<file path="config.mk">
export PLATFORM = sky130hd
export DESIGN_NAME = draw_port_arbiter
export DESIGN_NICKNAME = d
export VERILOG_FILES = /design/src/rtl/draw_port_arbiter.sv
export SDC_FILE = /design/constraint.sdc
export NUM_CORES = 1
export LEC_CHECK = 0
export ABC_CLOCK_PERIOD_IN_PS = 4300
export BUFFER_PORTS_ARGS = -buffer_cell sky130_fd_sc_hd__buf_2
export CORE_MARGIN = 2
export CORE_UTILIZATION = 52
export DETAILED_ROUTE_END_ITERATION = 6
export PLACE_DENSITY_LB_ADDON = 0.08
export SYNTH_ARGS = -nofsm -noshare
export SYNTH_HDL_FRONTEND = slang
export SYNTH_SLANG_ARGS = --single-unit
</file>
<file path="constraint.sdc">
create_clock -name clk -period 4.3 [get_ports clk]
set_input_delay 0.86 -clock clk [delete_from_list [all_inputs] [get_ports clk]]
set_output_delay 0.86 -clock clk [all_outputs]
set_load 0.02 [all_outputs]
</file>
<file path="src/rtl/draw_port_arbiter.sv">
// Round-robin arbiter sharing the VGA pixel-write port between four rectangle
// drawers; the granted rectangle is raster-filled one pixel per clock.
module draw_port_arbiter #(
  parameter int unsigned X_MAX = 159,
  parameter int unsigned Y_MAX = 119
) (
  input  logic        clk,
  input  logic        reset,
  input  logic [3:0]  req,
  input  logic [31:0] rect_x0,
  input  logic [27:0] rect_y0,
  input  logic [31:0] rect_x1,
  input  logic [27:0] rect_y1,
  input  logic [11:0] rect_colour,
  output logic [3:0]  grant,
  output logic [3:0]  done,
  output logic        busy,
  output logic        plot,
  output logic [7:0]  vga_x,
  output logic [6:0]  vga_y,
  output logic [2:0]  vga_colour
);

  localparam logic [7:0] XM = 8'(X_MAX);
  localparam logic [6:0] YM = 7'(Y_MAX);

  typedef enum logic [1:0] {S_IDLE, S_LATCH, S_DRAW, S_DONE} state_t;

  state_t     state_q, state_d;
  logic [3:0] grant_q, grant_d;
  logic [1:0] last_q, last_d;
  logic [7:0] x0_q, x0_d, x1_q, x1_d, cur_x_q, cur_x_d;
  logic [6:0] y0_q, y0_d, y1_q, y1_d, cur_y_q, cur_y_d;
  logic [2:0] col_q, col_d;

  logic       win_found;
  logic [1:0] win_idx, scan_idx, g_idx;
  logic [7:0] sel_x0, sel_x1, x1_clamp;
  logic [6:0] sel_y0, sel_y1, y1_clamp;
  logic [2:0] sel_col;
  logic       rect_empty, row_end, last_pix;

  // Scan starts one past the most recently served requester.
  always_comb begin
    win_found = 1'b0;
    win_idx   = 2'd0;
    scan_idx  = 2'd0;
    for (int k = 1; k <= 4; k++) begin
      scan_idx = last_q + 2'(k);
      if (!win_found && req[scan_idx]) begin
        win_found = 1'b1;
        win_idx   = scan_idx;
      end
    end
  end

  always_comb begin
    g_idx   = 2'd0;
    sel_x0  = 8'd0;
    sel_x1  = 8'd0;
    sel_y0  = 7'd0;
    sel_y1  = 7'd0;
    sel_col = 3'd0;
    for (int i = 0; i < 4; i++) begin
      if (grant_q[i]) begin
        g_idx   = 2'(i);
        sel_x0  = rect_x0[8*i +: 8];
        sel_x1  = rect_x1[8*i +: 8];
        sel_y0  = rect_y0[7*i +: 7];
        sel_y1  = rect_y1[7*i +: 7];
        sel_col = rect_colour[3*i +: 3];
      end
    end
  end

  assign x1_clamp   = (sel_x1 > XM) ? XM : sel_x1;
  assign y1_clamp   = (sel_y1 > YM) ? YM : sel_y1;
  assign rect_empty = (sel_x0 > x1_clamp) || (sel_y0 > y1_clamp) ||
                      (sel_x0 > XM) || (sel_y0 > YM);
  assign row_end    = (cur_x_q == x1_q);
  assign last_pix   = row_end && (cur_y_q == y1_q);

  always_ff @(posedge clk) begin
    if (reset) begin
      state_q <= S_IDLE;
      grant_q <= 4'd0;
      last_q  <= 2'd3;
      x0_q    <= 8'd0;
      x1_q    <= 8'd0;
      y0_q    <= 7'd0;
      y1_q    <= 7'd0;
      cur_x_q <= 8'd0;
      cur_y_q <= 7'd0;
      col_q   <= 3'd0;
    end else begin
      state_q <= state_d;
      grant_q <= grant_d;
      last_q  <= last_d;
      x0_q    <= x0_d;
      x1_q    <= x1_d;
      y0_q    <= y0_d;
      y1_q    <= y1_d;
      cur_x_q <= cur_x_d;
      cur_y_q <= cur_y_d;
      col_q   <= col_d;
    end
  end

  always_comb begin
    state_d = state_q;
    case (state_q)
      S_IDLE:  if (win_found) state_d = S_LATCH;
      S_LATCH: state_d = rect_empty ? S_DONE : S_DRAW;
      S_DRAW:  if (last_pix) state_d = S_DONE;
      S_DONE:  state_d = S_IDLE;
      default: state_d = S_IDLE;
    endcase
  end

  always_comb begin
    grant_d = grant_q;
    last_d  = last_q;
    x0_d    = x0_q;
    x1_d    = x1_q;
    y0_d    = y0_q;
    y1_d    = y1_q;
    cur_x_d = cur_x_q;
    cur_y_d = cur_y_q;
    col_d   = col_q;
    case (state_q)
      S_IDLE: grant_d = win_found ? (4'b0001 << win_idx) : 4'b0000;
      S_LATCH: begin
        x0_d    = sel_x0;
        x1_d    = x1_clamp;
        y0_d    = sel_y0;
        y1_d    = y1_clamp;
        col_d   = sel_col;
        cur_x_d = sel_x0;
        cur_y_d = sel_y0;
      end
      S_DRAW: begin
        if (row_end) begin
          cur_x_d = x0_q;
          cur_y_d = cur_y_q + 7'd1;
        end else begin
          cur_x_d = cur_x_q + 8'd1;
        end
      end
      S_DONE: begin
        last_d  = g_idx;
        grant_d = 4'b0000;
      end
      default: ;
    endcase
  end

  always_comb begin
    busy       = (state_q != S_IDLE);
    plot       = (state_q == S_DRAW);
    done       = (state_q == S_DONE) ? grant_q : 4'b0000;
    grant      = grant_q;
    vga_x      = cur_x_q;
    vga_y      = cur_y_q;
    vga_colour = col_q;
  end

endmodule
</file>
==> results.json, run 1 <==
{
  "synth.top_cells.by_count": "nor2_1, a21oi_1, dfxtp_1",
  "irDropWorstVdd_mv": 0.232,
  "cts_buffers": 5,
  "p_comb_share_pct": 68.0,
  "clock_tree.root_cell": "clkbuf_8",
  "max_freq_mhz": 298,
  "io_buffers": 165,
  "firstDrtPassIters": 5,
  "rsz0062_at_grt": "false",
  "synth-main-ff-cell": "dfxtp_1",
  "synth_largest_area_cell": "dfxtp_1",
  "r2r.worst_path.cells": 13,
  "pwr-share-seq_pct": 24.0,
  "diodes": 0,
  "cts_resized": 0,
  "worstSkewPairLatency_ns": 0.30,
  "synth_nets": 661,
  "p_sw_share_pct": 50.1,
  "fin_tns_setup_ns": 0,
  "ant_nets": 0,
  "crit_slowest_cell": "nor2b_2",
  "synth.most_common_cell": "nor2_1",
  "grt_pass1_vias": 3873,
  "fin_crit_sh_pct": 78.0,
  "r2r_slack_ns": 0.95,
  "path_depth": 13,
  "grt_util_met2_pct": 47.6,
  "postSynthAreaPerCell_um2": 7.56,
  "die_area_mm2": 0.00798,
  "cts_tree": "done",
  "run_status": "completed",
  "num_rows": 31,
  "wire_per_inst_um": 16.8,
  "fin_ws_ns": 0.947,
  "final_layout_size_suffix_gt1_share_pct": 29.7,
  "final_util_pct": 66.1,
  "initial_core_util_pct": 53.1,
  "busiest_layer": "met2",
  "power.total_mw": 3.17,
  "whs_ns": 0.487,
  "hpwl_um": 9670,
  "crit_path_end_kind": "register",
  "drc": 0,
  "met1_usage_pct": 46.0,
  "p_sw_mw": 1.59,
  "worstPathArrival_ns": 3.51,
  "ys_ff_latch": 49,
  "ios": 166,
  "r2r-end": "state_q[0]",
  "drv_slew": 0,
  "placed_cell_area_mm2": 0.00464,
  "syn-cell-area_mm2": 0.00379,
  "yosysUniqueCellTypes": 51,
  "drt-initial-drc-count": 312,
  "clkTransAtPathRegs_ns": 0.09,
  "crit_start": "grant[0]",
  "hold_viol": 0,
  "overflow": 0,
  "intPower_mw": 1.58,
  "cts_sinks": 49,
  "fp.dieW_um": 89.4,
  "required_ns": 4.45,
  "coreArea_mm2": 0.00714,
  "start_kind": "register",
  "clock_skew_ns": 0.00680,
  "track_usage_pct": 30.9,
  "r2r_start": "grant[0]",
  "finalSetupViolCount": 0,
  "powerDensity_mw_per_mm2": 672,
  "cts-htree-levels": 2,
  "pre_cts_ws_ns": 0.965,
  "yosysWarnings": 0,
  "maxCapViolCount": 0,
  "nets": 804,
  "p_leak_nw": 2.15,
  "cp_cell_sequence": "nor2b_2, a221oi_1, nor3_1, a21oi_1, a21oi_1, nor2_1, ha_1, and4_1, nor2b_1, a21oi_1, a31oi_1, nand4_1, o2bb2ai_1",
  "synthArstFlopShare_pct": 0,
  "timing.final.crit_period_ns": 3.35,
  "netlist_instances": 501,
  "gp_congestion": 0.964,
  "synth_area_leaders": "dfxtp_1, ha_1, nor2_1, a21oi_1, a22oi_1",
  "path_max_fanout": 16,
  "slew_headroom_pct": 40.2,
  "die_height_um": 89.4,
  "tightest_slew_ns": 0.897,
  "finalNonFillerCells": 742,
  "routed_wl_um": 12500,
  "post_cts_buffers": 0,
  "synth_top_area_share_pct": 25.9,
  "critical-path-top-delay-family": "simple AND/OR/NAND/NOR gates",
  "cts_hold_buf": 0,
  "dp_cells": 736,
  "antenna_found_initial": 0,
  "crit_end": "state_q[0]",
  "crit_type": "register to register",
  "clk_path_buf_depth": 2,
  "pwr-share-clk_pct": 8.0,
  "slowest_delay_ns": 0.60,
  "yosysSeqAreaShare_pct": 25.9,
  "vias": 4375,
  "postLayoutCellArea_mm2": 0.00471,
  "grt_max_degree": 50,
  "synthToLayoutAreaGrowth_pct": 24.4,
  "hold_path.class": "register to register",
  "grt_use_met3_pct": 4.71,
  "critical_path_buf_inv_count": 0,
  "via_per_inst": 5.90,
  "cp_common_cell": "a21oi_1",
  "synth_edf_count": 0,
  "grt_first_pass_wirelength_um": 19200
}
-- layer usage --
layer,up-vias,part of all wire (%)
li1,2151,-
met1,2047,47
met2,165,47
met3,12,5.8
met4,0,1.0
met5,-,0
-- registers in the layout (all words and copies together), names as in the netlist --
signal / count
vga_x: 8
x0_q: 8
x1_q: 8
vga_y: 7
y1_q: 7
grant: 4
vga_colour: 3
last_q: 2
state_q: 2
-- cell usage in the layout, fill, tap and decap left out, drive strengths merged, types with 4 or more instances in the layout --
cell type,instances
a211oi,14
a21oi,49
a221o,9
a221oi,12
a22oi,23
a311oi,6
and2,6
buf,171
clkbuf,5
dfxtp,49
ha,22
inv,19
mux2,7
mux2i,9
nand2,32
nand2b,8
nand3,9
nand4,4
nor2,66
nor3,19
nor4,4
o21a,6
o21ai,22
o22ai,13
o31a,4
o32ai,5
xnor2,5
xor2,16
-- power by group through the flow --
stage	Clock, mW	Sequential, mW	Combinational [mW]
2_1_floorplan	0	0.809	1.53
3_3_place_gp	0	0.761	2.08
3_5_place_dp	0	0.766	2.14
4_1_cts	0.254	0.756	2.15
5_1_grt	0.276	0.782	2.41
6_report	0.252	0.760	2.16
-- kinds of logic (layout without fill, tap and decap cells) --
kind of cell             after synthesis  count (layout)  synth area share, %
multiplexers                          16              16                 4.46
AO/OA/AOI/OAI                        181             181                 32.6
adder cells (fa/ha/maj)               22              22                 7.27
AND/OR/NAND/NOR                      158             158                 19.3
XOR/XNOR                              21              21                 4.85
buffers and inverters                 54             196                 5.65
flip-flops                            49              49                 25.9
-- final cells by class --
cell class	count	area, um2
multi-input combinational	398	2590
fill	700	2420
sequential	49	981
timing repair buffer	171	871
tap	99	124
inverter	19	71.3
clock buffer	5	68.8
clock inverter	1	5.00
-- how the worst min path moves through the flow --
stage	endpoint	slack [ns]	start	cells past startpoint
global placement	y1_q[3]	0.47	y1_q[3]	2
global route	x0_q[4]	0.50	x0_q[4]	2
finish	x0_q[4]	0.49	x0_q[4]	2
floorplan	x0_q[5]	0.46	x0_q[5]	2
CTS	x0_q[1]	0.49	x0_q[1]	2
detailed placement	x0_q[1]	0.48	x0_q[1]	2
-- worst register-to-register path: stages, from the launching register on --
cell	delay [ns]
dfxtp_1	0.39
nor2b_2	0.60
a221oi_1	0.17
nor3_1	0.19
a21oi_1	0.14
a21oi_1	0.54
nor2_1	0.11
ha_1	0.29
and4_1	0.19
nor2b_1	0.13
a21oi_1	0.05
a31oi_1	0.15
nand4_1	0.11
o2bb2ai_1	0.14
Power figures use the tool's default switching activity.
==> run 2, diff against run 1 <==
ABC_AREA = 1   (was not set)
ABC_CLOCK_PERIOD_IN_PS = 3400   (was 4300)
CORE_UTILIZATION = 51   (was 52)
clock period = 3.4 ns   (was 4.3 ns; I/O delays follow)
==> run 2 against run 1 <==
Cell area is 11% higher. Fmax up 13%. Die area increased by 17%. Critical path depth rose by 9. Global-route usage is 4.1 points lower.
==> results.json, run 2 <==
{
  "run_status": "completed",
  "yosysSeqAreaShare_pct": 22.3,
  "grt_max_degree": 39,
  "drc": 0,
  "die_area_mm2": 0.00938,
  "layout_common_cells": "nand2_1, buf_2, nor2_1",
  "postSynthAreaPerCell_um2": 6.53,
  "syn-cell-area_mm2": 0.00440,
  "ant_nets": 0,
  "rsz0062_at_grt": "false",
  "yosysUniqueCellTypes": 51,
  "synth_area_leaders": "dfxtp_1, nand2_1, nor2_1, ha_1, inv_1",
  "synth_compound_area_share_pct": 26.7,
  "post_cts_buffers": 0,
  "firstDrtPassIters": 5,
  "synth_edf_count": 0,
  "crit_type": "register to register",
  "whs_ns": 0.497,
  "worstPathArrival_ns": 3.16,
  "synth_top_area_share_pct": 22.3,
  "vias": 4988,
  "num_rows": 33,
  "cts_buffers": 5,
  "synth.top_cells.by_count": "nand2_1, nor2_1, inv_1",
  "hpwl_um": 10400,
  "p_leak_nw": 2.74,
  "crit_path_end_kind": "register",
  "worstSkewPairLatency_ns": 0.32,
  "grt_first_pass_wirelength_um": 21400,
  "antenna_found_initial": 0,
  "dp_cells": 909,
  "clkTransAtPathRegs_ns": 0.11,
  "clock_skew_ns": 0.0104,
  "multi_input_area_mm2": 0.00292,
  "fin_tns_setup_ns": 0,
  "netlist_instances": 673,
  "synth_top_family_by_area": "simple AND/OR/NAND/NOR gates",
  "power.total_mw": 4.89,
  "synth_nets": 833,
  "cts_sinks": 49,
  "cts_tree": "done",
  "pre_cts_ws_ns": 0.458,
  "synthToLayoutAreaGrowth_pct": 19.4,
  "slew_headroom_pct": 39.3,
  "tightest_slew_ns": 0.909,
  "gp_congestion": 0.910,
  "synth_largest_area_cell": "dfxtp_1",
  "routed_wl_um": 13100,
  "cts-htree-levels": 2,
  "fin_crit_sh_pct": 87.3,
  "ios": 166,
  "required_ns": 3.59,
  "drv_slew": 0,
  "track_usage_pct": 26.8,
  "maxCapViolCount": 0,
  "synth-xor-area-share_pct": 4.75,
  "powerDensity_mw_per_mm2": 932,
  "fp.dieW_um": 96.8,
  "regArea_um2": 982,
  "wire_per_inst_um": 14.3,
  "drt-initial-drc-count": 297,
  "max_freq_mhz": 337,
  "yosysWarnings": 0,
  "finalNonFillerCells": 917,
  "synth_fa_ha_area_share_pct": 6.26,
  "fin_ws_ns": 0.433,
  "hold_path.class": "register to register",
  "synth.most_common_cell": "nand2_1",
  "die_height_um": 96.8,
  "start_kind": "register",
  "overflow": 0,
  "finalSetupViolCount": 0,
  "irDropWorstVdd_mv": 0.331,
  "yosys.area_share.simple_pct": 27.9,
  "ys_ff_latch": 49,
  "synth.area.mux_share_pct": 0.683,
  "final_common_cell": "nand2_1",
  "initial_core_util_pct": 53.0,
  "path_max_fanout": 28,
  "nFillCells": 814,
  "clock_tree.root_cell": "clkbuf_8",
  "clk_path_buf_depth": 2,
  "synth-main-ff-cell": "dfxtp_1",
  "cts_resized": 0,
  "grt_pass1_vias": 4607,
  "nets": 971,
  "timing.final.crit_period_ns": 2.97,
  "hold_viol": 0,
  "diodes": 0,
  "synthArstFlopShare_pct": 0,
  "cts_hold_buf": 0,
  "io_buffers": 165,
  "final_layout_size_suffix_gt1_share_pct": 28.2,
  "coreArea_mm2": 0.00830,
  "via_per_inst": 5.44
}
==> run 2: cell types whose count changed in the layout (fill, tap and decap cells not counted), sizes merged, moves of 9 or more <==
cell / before / now
o21ai: 22 / 61
a221oi: 12 / 1
inv: 19 / 67
nand2: 32 / 183
nor2: 66 / 79
a211oi: 14 / 1
xnor2: 5 / 14
nor3: 19 / 1
o22ai: 13 / 1
nand3: 9 / 19
a31oi: 3 / 12
o211ai: 2 / 22
==> run 2: layer usage <==
metal	track usage, %	share of wire, %	vias up	routed length (um)
met3	3.68	7.0	16	921
met2	45.1	47	176	6120
met5	0	0	-	0
li1	-	-	2507	-
met1	36.7	45	2289	5910
met4	5.53	1.1	0	142
==> run 2: critical path: stages, from the launching register on <==
cell      delay (ns)
dfxtp_1         0.54
inv_4           0.08
nor2_8          0.36
nand2_1         0.10
nand3_1         0.09
o211ai_1        0.09
o21ai_0         0.14
nand4_1         0.19
inv_1           0.11
nor2_1          0.06
ha_1            0.33
a21oi_1         0.15
o21ai_0         0.10
nand2_1         0.06
nand2_1         0.05
nand2_1         0.05
nand2_1         0.05
inv_1           0.05
nand2_1         0.05
nand2_1         0.06
nand2_1         0.06
nand2_1         0.07
a21oi_2         0.05
==> run 2: kinds of logic after synthesis <==
kind of cell,Yosys count
AO/OA/AOI/OAI,176
XOR/XNOR,23
adder cells (fa/ha/maj),22
buffers and inverters,105
flip-flops,49
multiplexers,3
AND/OR/NAND/NOR,295
==> run 2: power breakdown <==
| part | internal, mW | total (mW) | switching (mW) |
|---|---|---|---|
| combinational | 1.29 | 3.44 | 2.15 |
| clock | 0.156 | 0.388 | 0.232 |
| sequential | 0.804 | 1.06 | 0.259 |
| total | 2.25 | 4.89 | 2.64 |
==> run 2: cell type report <==
| class | instances | share of cell area [%] |
|---|---|---|
| Clock buffer | 5 | 1.31 |
| Clock inverter | 3 | 0.548 |
| Inverter | 64 | 4.67 |
| Multi-Input combinational cell | 519 | 55.5 |
| Sequential cell | 49 | 18.7 |
| Tap cell | 105 | 2.50 |
| Timing Repair Buffer | 172 | 16.7 |
==> run 2: per-stage QoR <==
stage	cell area, um2	utilization [%]
floorplan	4400	-
global placement	5150	62.1
detailed placement	5150	62.1
CTS	5250	63.3
global route	5250	63.3
finish	5250	63.3
==> run 2: path summary, 6_finish.rpt <==
check            from         end  slack, ns  cells after the start
min reg2reg   x0_q[7]     x0_q[7]       0.50                      2
max reg2reg  grant[0]  state_q[0]       0.43                     22
min           x0_q[7]     x0_q[7]       0.50                      2
max          grant[0]  state_q[0]       0.43                     22
